$ cat src/rtl/df_tile_sequencer.sv
// rtl/df_tile_sequencer.sv - SAURIA tile loop-nest sequencer (k,y,x,c) emitting psums/ifmaps/weights offsets; optional DF_TILE_SEQ_STALL_CNT_EN adds o_stall_cnt
module df_tile_sequencer #(
  parameter int OFFS_W = 32
) (
  input  logic              i_clk,
  input  logic              i_rstn,
  input  logic              i_start,
  input  logic [11:0]       i_x_lim,
  input  logic [11:0]       i_y_lim,
  input  logic [11:0]       i_k_lim,
  input  logic [11:0]       i_c_lim,
  input  logic [11:0]       i_ps_xs,
  input  logic [23:0]       i_ps_ys,
  input  logic [23:0]       i_ps_ks,
  input  logic [11:0]       i_if_xs,
  input  logic [23:0]       i_if_ys,
  input  logic [23:0]       i_if_cs,
  input  logic [19:0]       i_wt_ks,
  input  logic [15:0]       i_wt_cs,
  output logic              o_tile_valid,
  input  logic              i_tile_ready,
  output logic [OFFS_W-1:0] o_ps_offs,
  output logic [OFFS_W-1:0] o_if_offs,
  output logic [OFFS_W-1:0] o_wt_offs,
  output logic              o_first_c,
  output logic              o_last_c,
  output logic              o_last_tile,
  output logic              o_busy,
`ifdef DF_TILE_SEQ_STALL_CNT_EN
  output logic [31:0]       o_stall_cnt,
`endif
  output logic              o_done
);

  typedef enum logic [1:0] {S_IDLE, S_RUN, S_DONE} state_t;

  state_t state_q, state_d;

  // Latched layer configuration
  logic [11:0] x_lim_q, y_lim_q, k_lim_q, c_lim_q;
  logic [11:0] ps_xs_q, if_xs_q;
  logic [23:0] ps_ys_q, ps_ks_q, if_ys_q, if_cs_q;
  logic [19:0] wt_ks_q;
  logic [15:0] wt_cs_q;

  // Loop counters
  logic [11:0] x_q, y_q, k_q, c_q;

  // Per-level base registers; *_q without a level suffix is the emitted offset
  logic [OFFS_W-1:0] ps_kb_q, ps_yb_q, ps_q;
  logic [OFFS_W-1:0] if_yb_q, if_xb_q, if_q;
  logic [OFFS_W-1:0] wt_kb_q, wt_q;

  logic run, accept, last_tile, start_ok;
  logic [OFFS_W-1:0] ps_xs_e, ps_ys_e, ps_ks_e, if_xs_e, if_ys_e, if_cs_e, wt_ks_e, wt_cs_e;
  logic [OFFS_W-1:0] ps_kb_nx, ps_yb_nx, if_yb_nx, if_xb_nx, wt_kb_nx;

  assign run       = (state_q == S_RUN);
  assign accept    = run && i_tile_ready;
  assign start_ok  = (state_q == S_IDLE) && i_start;
  assign last_tile = (c_q == c_lim_q) && (x_q == x_lim_q) && (y_q == y_lim_q) && (k_q == k_lim_q);

  assign ps_xs_e = OFFS_W'(ps_xs_q);
  assign ps_ys_e = OFFS_W'(ps_ys_q);
  assign ps_ks_e = OFFS_W'(ps_ks_q);
  assign if_xs_e = OFFS_W'(if_xs_q);
  assign if_ys_e = OFFS_W'(if_ys_q);
  assign if_cs_e = OFFS_W'(if_cs_q);
  assign wt_ks_e = OFFS_W'(wt_ks_q);
  assign wt_cs_e = OFFS_W'(wt_cs_q);

  assign ps_kb_nx = ps_kb_q + ps_ks_e;
  assign ps_yb_nx = ps_yb_q + ps_ys_e;
  assign if_yb_nx = if_yb_q + if_ys_e;
  assign if_xb_nx = if_xb_q + if_xs_e;
  assign wt_kb_nx = wt_kb_q + wt_ks_e;

  assign o_tile_valid = run;
  assign o_busy       = (state_q != S_IDLE);
  assign o_done       = (state_q == S_DONE);
  assign o_first_c    = run && (c_q == 12'd0);
  assign o_last_c     = run && (c_q == c_lim_q);
  assign o_last_tile  = run && last_tile;
  assign o_ps_offs    = ps_q;
  assign o_if_offs    = if_q;
  assign o_wt_offs    = wt_q;

  // State register
  always_ff @(posedge i_clk or negedge i_rstn) begin
    if (!i_rstn) state_q <= S_IDLE;
    else         state_q <= state_d;
  end

  // Next-state: one start launches a layer; DONE is a single-cycle epilogue
  always_comb begin
    state_d = state_q;
    case (state_q)
      S_IDLE:  if (i_start) state_d = S_RUN;
      S_RUN:   if (accept && last_tile) state_d = S_DONE;
      S_DONE:  state_d = S_IDLE;
      default: state_d = S_IDLE;
    endcase
  end

  // Config latch, loop counters and incremental offsets; wraps reload from the outer base
  always_ff @(posedge i_clk or negedge i_rstn) begin
    if (!i_rstn) begin
      x_lim_q <= '0; y_lim_q <= '0; k_lim_q <= '0; c_lim_q <= '0;
      ps_xs_q <= '0; ps_ys_q <= '0; ps_ks_q <= '0;
      if_xs_q <= '0; if_ys_q <= '0; if_cs_q <= '0;
      wt_ks_q <= '0; wt_cs_q <= '0;
      x_q <= '0; y_q <= '0; k_q <= '0; c_q <= '0;
      ps_kb_q <= '0; ps_yb_q <= '0; ps_q <= '0;
      if_yb_q <= '0; if_xb_q <= '0; if_q <= '0;
      wt_kb_q <= '0; wt_q <= '0;
    end else if (start_ok) begin
      x_lim_q <= i_x_lim; y_lim_q <= i_y_lim; k_lim_q <= i_k_lim; c_lim_q <= i_c_lim;
      ps_xs_q <= i_ps_xs; ps_ys_q <= i_ps_ys; ps_ks_q <= i_ps_ks;
      if_xs_q <= i_if_xs; if_ys_q <= i_if_ys; if_cs_q <= i_if_cs;
      wt_ks_q <= i_wt_ks; wt_cs_q <= i_wt_cs;
      x_q <= '0; y_q <= '0; k_q <= '0; c_q <= '0;
      ps_kb_q <= '0; ps_yb_q <= '0; ps_q <= '0;
      if_yb_q <= '0; if_xb_q <= '0; if_q <= '0;
      wt_kb_q <= '0; wt_q <= '0;
    end else if (accept && !last_tile) begin
      if (c_q != c_lim_q) begin
        c_q  <= c_q + 12'd1;
        if_q <= if_q + if_cs_e;
        wt_q <= wt_q + wt_cs_e;
      end else begin
        c_q <= '0;
        if (x_q != x_lim_q) begin
          x_q     <= x_q + 12'd1;
          ps_q    <= ps_q + ps_xs_e;
          if_xb_q <= if_xb_nx;
          if_q    <= if_xb_nx;
          wt_q    <= wt_kb_q;
        end else begin
          x_q <= '0;
          if (y_q != y_lim_q) begin
            y_q     <= y_q + 12'd1;
            ps_yb_q <= ps_yb_nx;
            ps_q    <= ps_yb_nx;
            if_yb_q <= if_yb_nx;
            if_xb_q <= if_yb_nx;
            if_q    <= if_yb_nx;
            wt_q    <= wt_kb_q;
          end else begin
            y_q     <= '0;
            k_q     <= k_q + 12'd1;
            ps_kb_q <= ps_kb_nx;
            ps_yb_q <= ps_kb_nx;
            ps_q    <= ps_kb_nx;
            if_yb_q <= '0;
            if_xb_q <= '0;
            if_q    <= '0;
            wt_kb_q <= wt_kb_nx;
            wt_q    <= wt_kb_nx;
          end
        end
      end
    end
  end

`ifdef DF_TILE_SEQ_STALL_CNT_EN
  // Saturating count of back-pressured descriptor cycles for the current layer
  always_ff @(posedge i_clk or negedge i_rstn) begin
    if (!i_rstn)                                 o_stall_cnt <= '0;
    else if (start_ok)                           o_stall_cnt <= '0;
    else if (run && !i_tile_ready && (o_stall_cnt != 32'hFFFF_FFFF))
                                                 o_stall_cnt <= o_stall_cnt + 32'd1;
  end
`endif

endmodule

$ cat config.mk
export PLATFORM = sky130hd
export DESIGN_NAME = df_tile_sequencer
export DESIGN_NICKNAME = d
export VERILOG_FILES = /design/src/rtl/df_tile_sequencer.sv
export SDC_FILE = /design/constraint.sdc
export NUM_CORES = 1
export LEC_CHECK = 0
export BUFFER_PORTS_ARGS = -buffer_cell sky130_fd_sc_hd__buf_2
export CAP_MARGIN = 40
export CORE_ASPECT_RATIO = 0.9
export CORE_MARGIN = 4
export CORE_UTILIZATION = 55
export CTS_BUF_LIST = sky130_fd_sc_hd__clkbuf_4 sky130_fd_sc_hd__clkbuf_8
export DETAILED_ROUTE_END_ITERATION = 7
export PLACE_DENSITY = 0.77
export SYNTH_ARGS = -nofsm -noshare
export SYNTH_HDL_FRONTEND = slang
export SYNTH_SLANG_ARGS = --single-unit
$ cat constraint.sdc
create_clock -name i_clk -period 3.1 [get_ports i_clk]
set_clock_uncertainty 0.1 [all_clocks]
set_input_delay 0.31 -clock i_clk [delete_from_list [all_inputs] [get_ports i_clk]]
set_output_delay 0.31 -clock i_clk [all_outputs]
set_load 0.05 [all_outputs]
==> metrics <==
total core area=~56,000 um^2; root buffer cell=sky130_fd_sc_hd__clkbuf_8; Routed Antenna Nets=0; Fin. Hold Viols=0; failing checks=negative setup slack; proportion of register bits with asynchronous set or reset after synthesis=1.00; leakage power=just under 20 nW; Non-Filler Instances=5,154; final core utilization=0.711; CTS tree=built; DRC Markers=0; count of distinct cell types in the synthesized netlist=81; die outline area=60,000 um^2; setup slack on the worst flop-to-flop path=about 0.030 ns; gate count after technology mapping=approximately 3,700; logic depth of the worst register-to-register path=10; Horiz. Die Dim=about 260 um; crit-path max FO=3; number of placed instances with taps included=4,752; headroom to the max-slew limit=0.478; maximum number of buffers from clock root to sink=3; critical path start-end classification=reg2out; Worst-path clk slew=~0.06 ns; final max-slew violation count=0; Post-synth EDFFs=0; count of state elements after synthesis=510; via count=30,300; Final Worst Setup Slack=-0.0353 ns; Post-DP Area=about 35,000 um^2; half-perimeter wire length of the detailed placement result=between 60 and 70 mm; pwr/cell area=between 600 and 700 nW/um^2; largest net degree at the start of global routing=about 150; CTS H-tree lvls=3; endpoints failing setup=1; Synth area leaders=sky130_fd_sc_hd__dfrtp_1 (41%), sky130_fd_sc_hd__nand2_1 (12%), sky130_fd_sc_hd__ha_1 (6.5%); per-cell via count in the routed design=5.87; minimum clock period after layout=3.14 ns; antenna violations before repair=1; number of warnings issued by yosys=0; peak supply drop=roughly 0.46 mV; Avg Inst Size Synth=~8.4 um^2; clk sinks=510; number of global-route vias before repair=29,200; Worst Tran Pin Value=around 0.77 ns; sequential-to-total area share from yosys stat=0.413; list of most frequent post-synthesis cells=sky130_fd_sc_hd__nand2_1 (948), sky130_fd_sc_hd__dfrtp_1 (510), sky130_fd_sc_hd__o21ai_0 (269); top-level I/O count=310; initial standard-cell utilization of the core=0.556; total global routing track utilization=0.328; unrepaired setup endpoints after global routing=true; endpoint arrival time on the critical path=approximately 2.7 ns; HP Class=in2async; die outline height=233 um; buffers added on ports=approximately 310; run status=finished with violations; Synth top area share=0.413; max-cap violation count=0; Inserted Clock Buffers=a little under 90; area of the multi-input gates=17,900 um^2; Total Wirelength=roughly 100 mm; storage element area=between 10,000 and 15,000 um^2; sum of overflow across all layers after global routing=0; routed length per instance=around 20 um; element type at the critical path end=primary output; Starting DRT DRC Count=between 3,000 and 4,000; Fillers=between 4,000 and 5,000; wire length of the first global-routing pass=between 150 and 200 mm; synthesized netlist net count=~4,000; P&R area growth vs syn=28.0%; highest clock frequency the design can meet=roughly 320 MHz; Routability Congestion=0.950; clock network latency to the later pin of the worst-skew pair=0.71 ns; data required time of the worst path=approximately 2.7 ns; commonest register cell after synthesis=sky130_fd_sc_hd__dfrtp_1; most instantiated library cell after synthesis=sky130_fd_sc_hd__nand2_1; RR Endpoint=o_wt_offs[29]; largest area contributor in the synthesized netlist=sky130_fd_sc_hd__dfrtp_1; Worst R2R Start=wt_kb_q[2]; final cycle utilization of the critical path=1.01; number of placement rows=a little over 80; length of the first detailed-routing pass in iterations=6; Net count, final=4,709; Worst Setup Start Kind=register; cell area after synthesis=between 30,000 and 40,000 um^2; final instance area=a little under 40,000 um^2; layout cells sized above 1=0.199
[layout by cell type, fill, tap and decap left out, types with 14 or more instances in the layout]
| master | count |
|---|---|
| sky130_fd_sc_hd__and2_1 | 22 |
| sky130_fd_sc_hd__xor2_1 | 108 |
| sky130_fd_sc_hd__a31oi_1 | 40 |
| sky130_fd_sc_hd__clkbuf_8 | 115 |
| sky130_fd_sc_hd__o211ai_1 | 32 |
| sky130_fd_sc_hd__nor2_1 | 175 |
| sky130_fd_sc_hd__or3_1 | 24 |
| sky130_fd_sc_hd__dfrtp_1 | 497 |
| sky130_fd_sc_hd__o21a_1 | 19 |
| sky130_fd_sc_hd__nor2b_1 | 19 |
| sky130_fd_sc_hd__o21ai_1 | 18 |
| sky130_fd_sc_hd__clkbuf_4 | 21 |
| sky130_fd_sc_hd__and4_1 | 14 |
| sky130_fd_sc_hd__a21o_1 | 82 |
| sky130_fd_sc_hd__buf_4 | 206 |
| sky130_fd_sc_hd__o21ai_0 | 250 |
| sky130_fd_sc_hd__nand2_1 | 946 |
| sky130_fd_sc_hd__dlygate4sd3_1 | 209 |
| sky130_fd_sc_hd__inv_1 | 75 |
| sky130_fd_sc_hd__a221o_1 | 21 |
| sky130_fd_sc_hd__ha_1 | 154 |
| sky130_fd_sc_hd__o21bai_1 | 17 |
| sky130_fd_sc_hd__buf_12 | 21 |
| sky130_fd_sc_hd__and3_1 | 47 |
| sky130_fd_sc_hd__nand3_1 | 137 |
| sky130_fd_sc_hd__a211oi_1 | 24 |
| sky130_fd_sc_hd__xnor2_1 | 133 |
| sky130_fd_sc_hd__nor3_1 | 34 |
| sky130_fd_sc_hd__a22o_1 | 14 |
| sky130_fd_sc_hd__nand4_1 | 39 |
| sky130_fd_sc_hd__buf_2 | 307 |
| sky130_fd_sc_hd__mux2i_1 | 18 |
| sky130_fd_sc_hd__a22oi_1 | 18 |
| sky130_fd_sc_hd__a21oi_1 | 190 |
[through the flow]
step                      power, mW  hold slack (ns)  setup TNS [ns]  worst slack, ns
after floorplan                15.6          -0.0856          -0.129           -0.129
after global placement         18.4            0.180         -0.0816          -0.0668
after detailed placement       18.6            0.179          -0.659           -0.140
after CTS                      25.7           0.0512          -0.150          -0.0831
after global routing           27.7           0.0817          -0.870           -0.158
final                          26.2           0.0647         -0.0353          -0.0353
[critical path, cell delays in order, from the launching register on]
cell and delay, ns:
sky130_fd_sc_hd__dfrtp_1 0.39, sky130_fd_sc_hd__xnor2_1 0.19, sky130_fd_sc_hd__nand4_1 0.31, sky130_fd_sc_hd__nor3_4 0.39
sky130_fd_sc_hd__nand4_1 0.20, sky130_fd_sc_hd__nor3b_2 0.34, sky130_fd_sc_hd__buf_6 0.21
[report_power, final]
part | internal, mW | leakage [nW] | switching [mW]
clock network | 3.82 | 1.02 | 2.97
registers | 7.94 | 6.71 | 1.10
logic | 4.15 | 12.1 | 6.26
total | 15.9 | 19.8 | 10.3
[worst max-delay path by stage]
stage	startpoint	cells past startpoint	end	slack (ns)
finish	c_q[0]	6	o_last_tile	-0.04
global route	c_q[9]	6	o_last_tile	-0.16
CTS	k_q[8]	7	o_last_tile	-0.08
detailed placement	o_ps_offs[0]	12	o_ps_offs[18]	-0.14
global placement	o_ps_offs[0]	12	o_ps_offs[18]	-0.07
floorplan	o_if_offs[0]	11	o_if_offs[30]	-0.13
[layout make-up]
type | instances | area share
sequential | 510 | 0.323
antenna | 1 | 0.0000633
timing repair buffer | 748 | 0.143
tap | 756 | 0.0239
clock buffer | 136 | 0.0440
inverter | 77 | 0.00731
clock inverter | 19 | 0.00494
multi-input combinational | 2907 | 0.454
[kinds of logic after synthesis]
group,after synthesis,synth area share
AND/OR/NAND/NOR,1579,0.225
AO/OA/AOI/OAI,887,0.182
flip-flops,510,0.413
XOR/XNOR,247,0.0700
buffers and inverters,246,0.0312
adder cells (fa/ha/maj),169,0.0704
multiplexers,25,0.00830
[routing by layer]
layer	wire length [um]	vias to the layer above	global-route usage
li1	-	14200	-
met1	43300	14500	0.455
met2	46000	1305	0.515
met3	8210	244	0.0668
met4	3990	0	0.121
met5	0	-	0
[repair_timing]
| action | 4_1_cts | 5_1_grt |
|---|---|---|
| hold endpoints to repair | 666 | 0 |
| endpoints found under the setup margin | 25 | 123 |
| buffers inserted | 2 | 36 |
| pin swaps | 3 | 59 |
| resized for setup | 23 | 149 |
| hold buffers | 209 | 0 |
[registers in the layout, indices dropped and copies added (netlist names), 24 cells and up]
name,count
if_cs_q,24
if_xb_q,32
if_yb_q,32
if_ys_q,24
o_if_offs,32
o_ps_offs,32
o_wt_offs,32
ps_kb_q,32
ps_ks_q,24
ps_yb_q,32
ps_ys_q,24
wt_kb_q,32
Note: power is estimated with default switching activity, not from simulation.
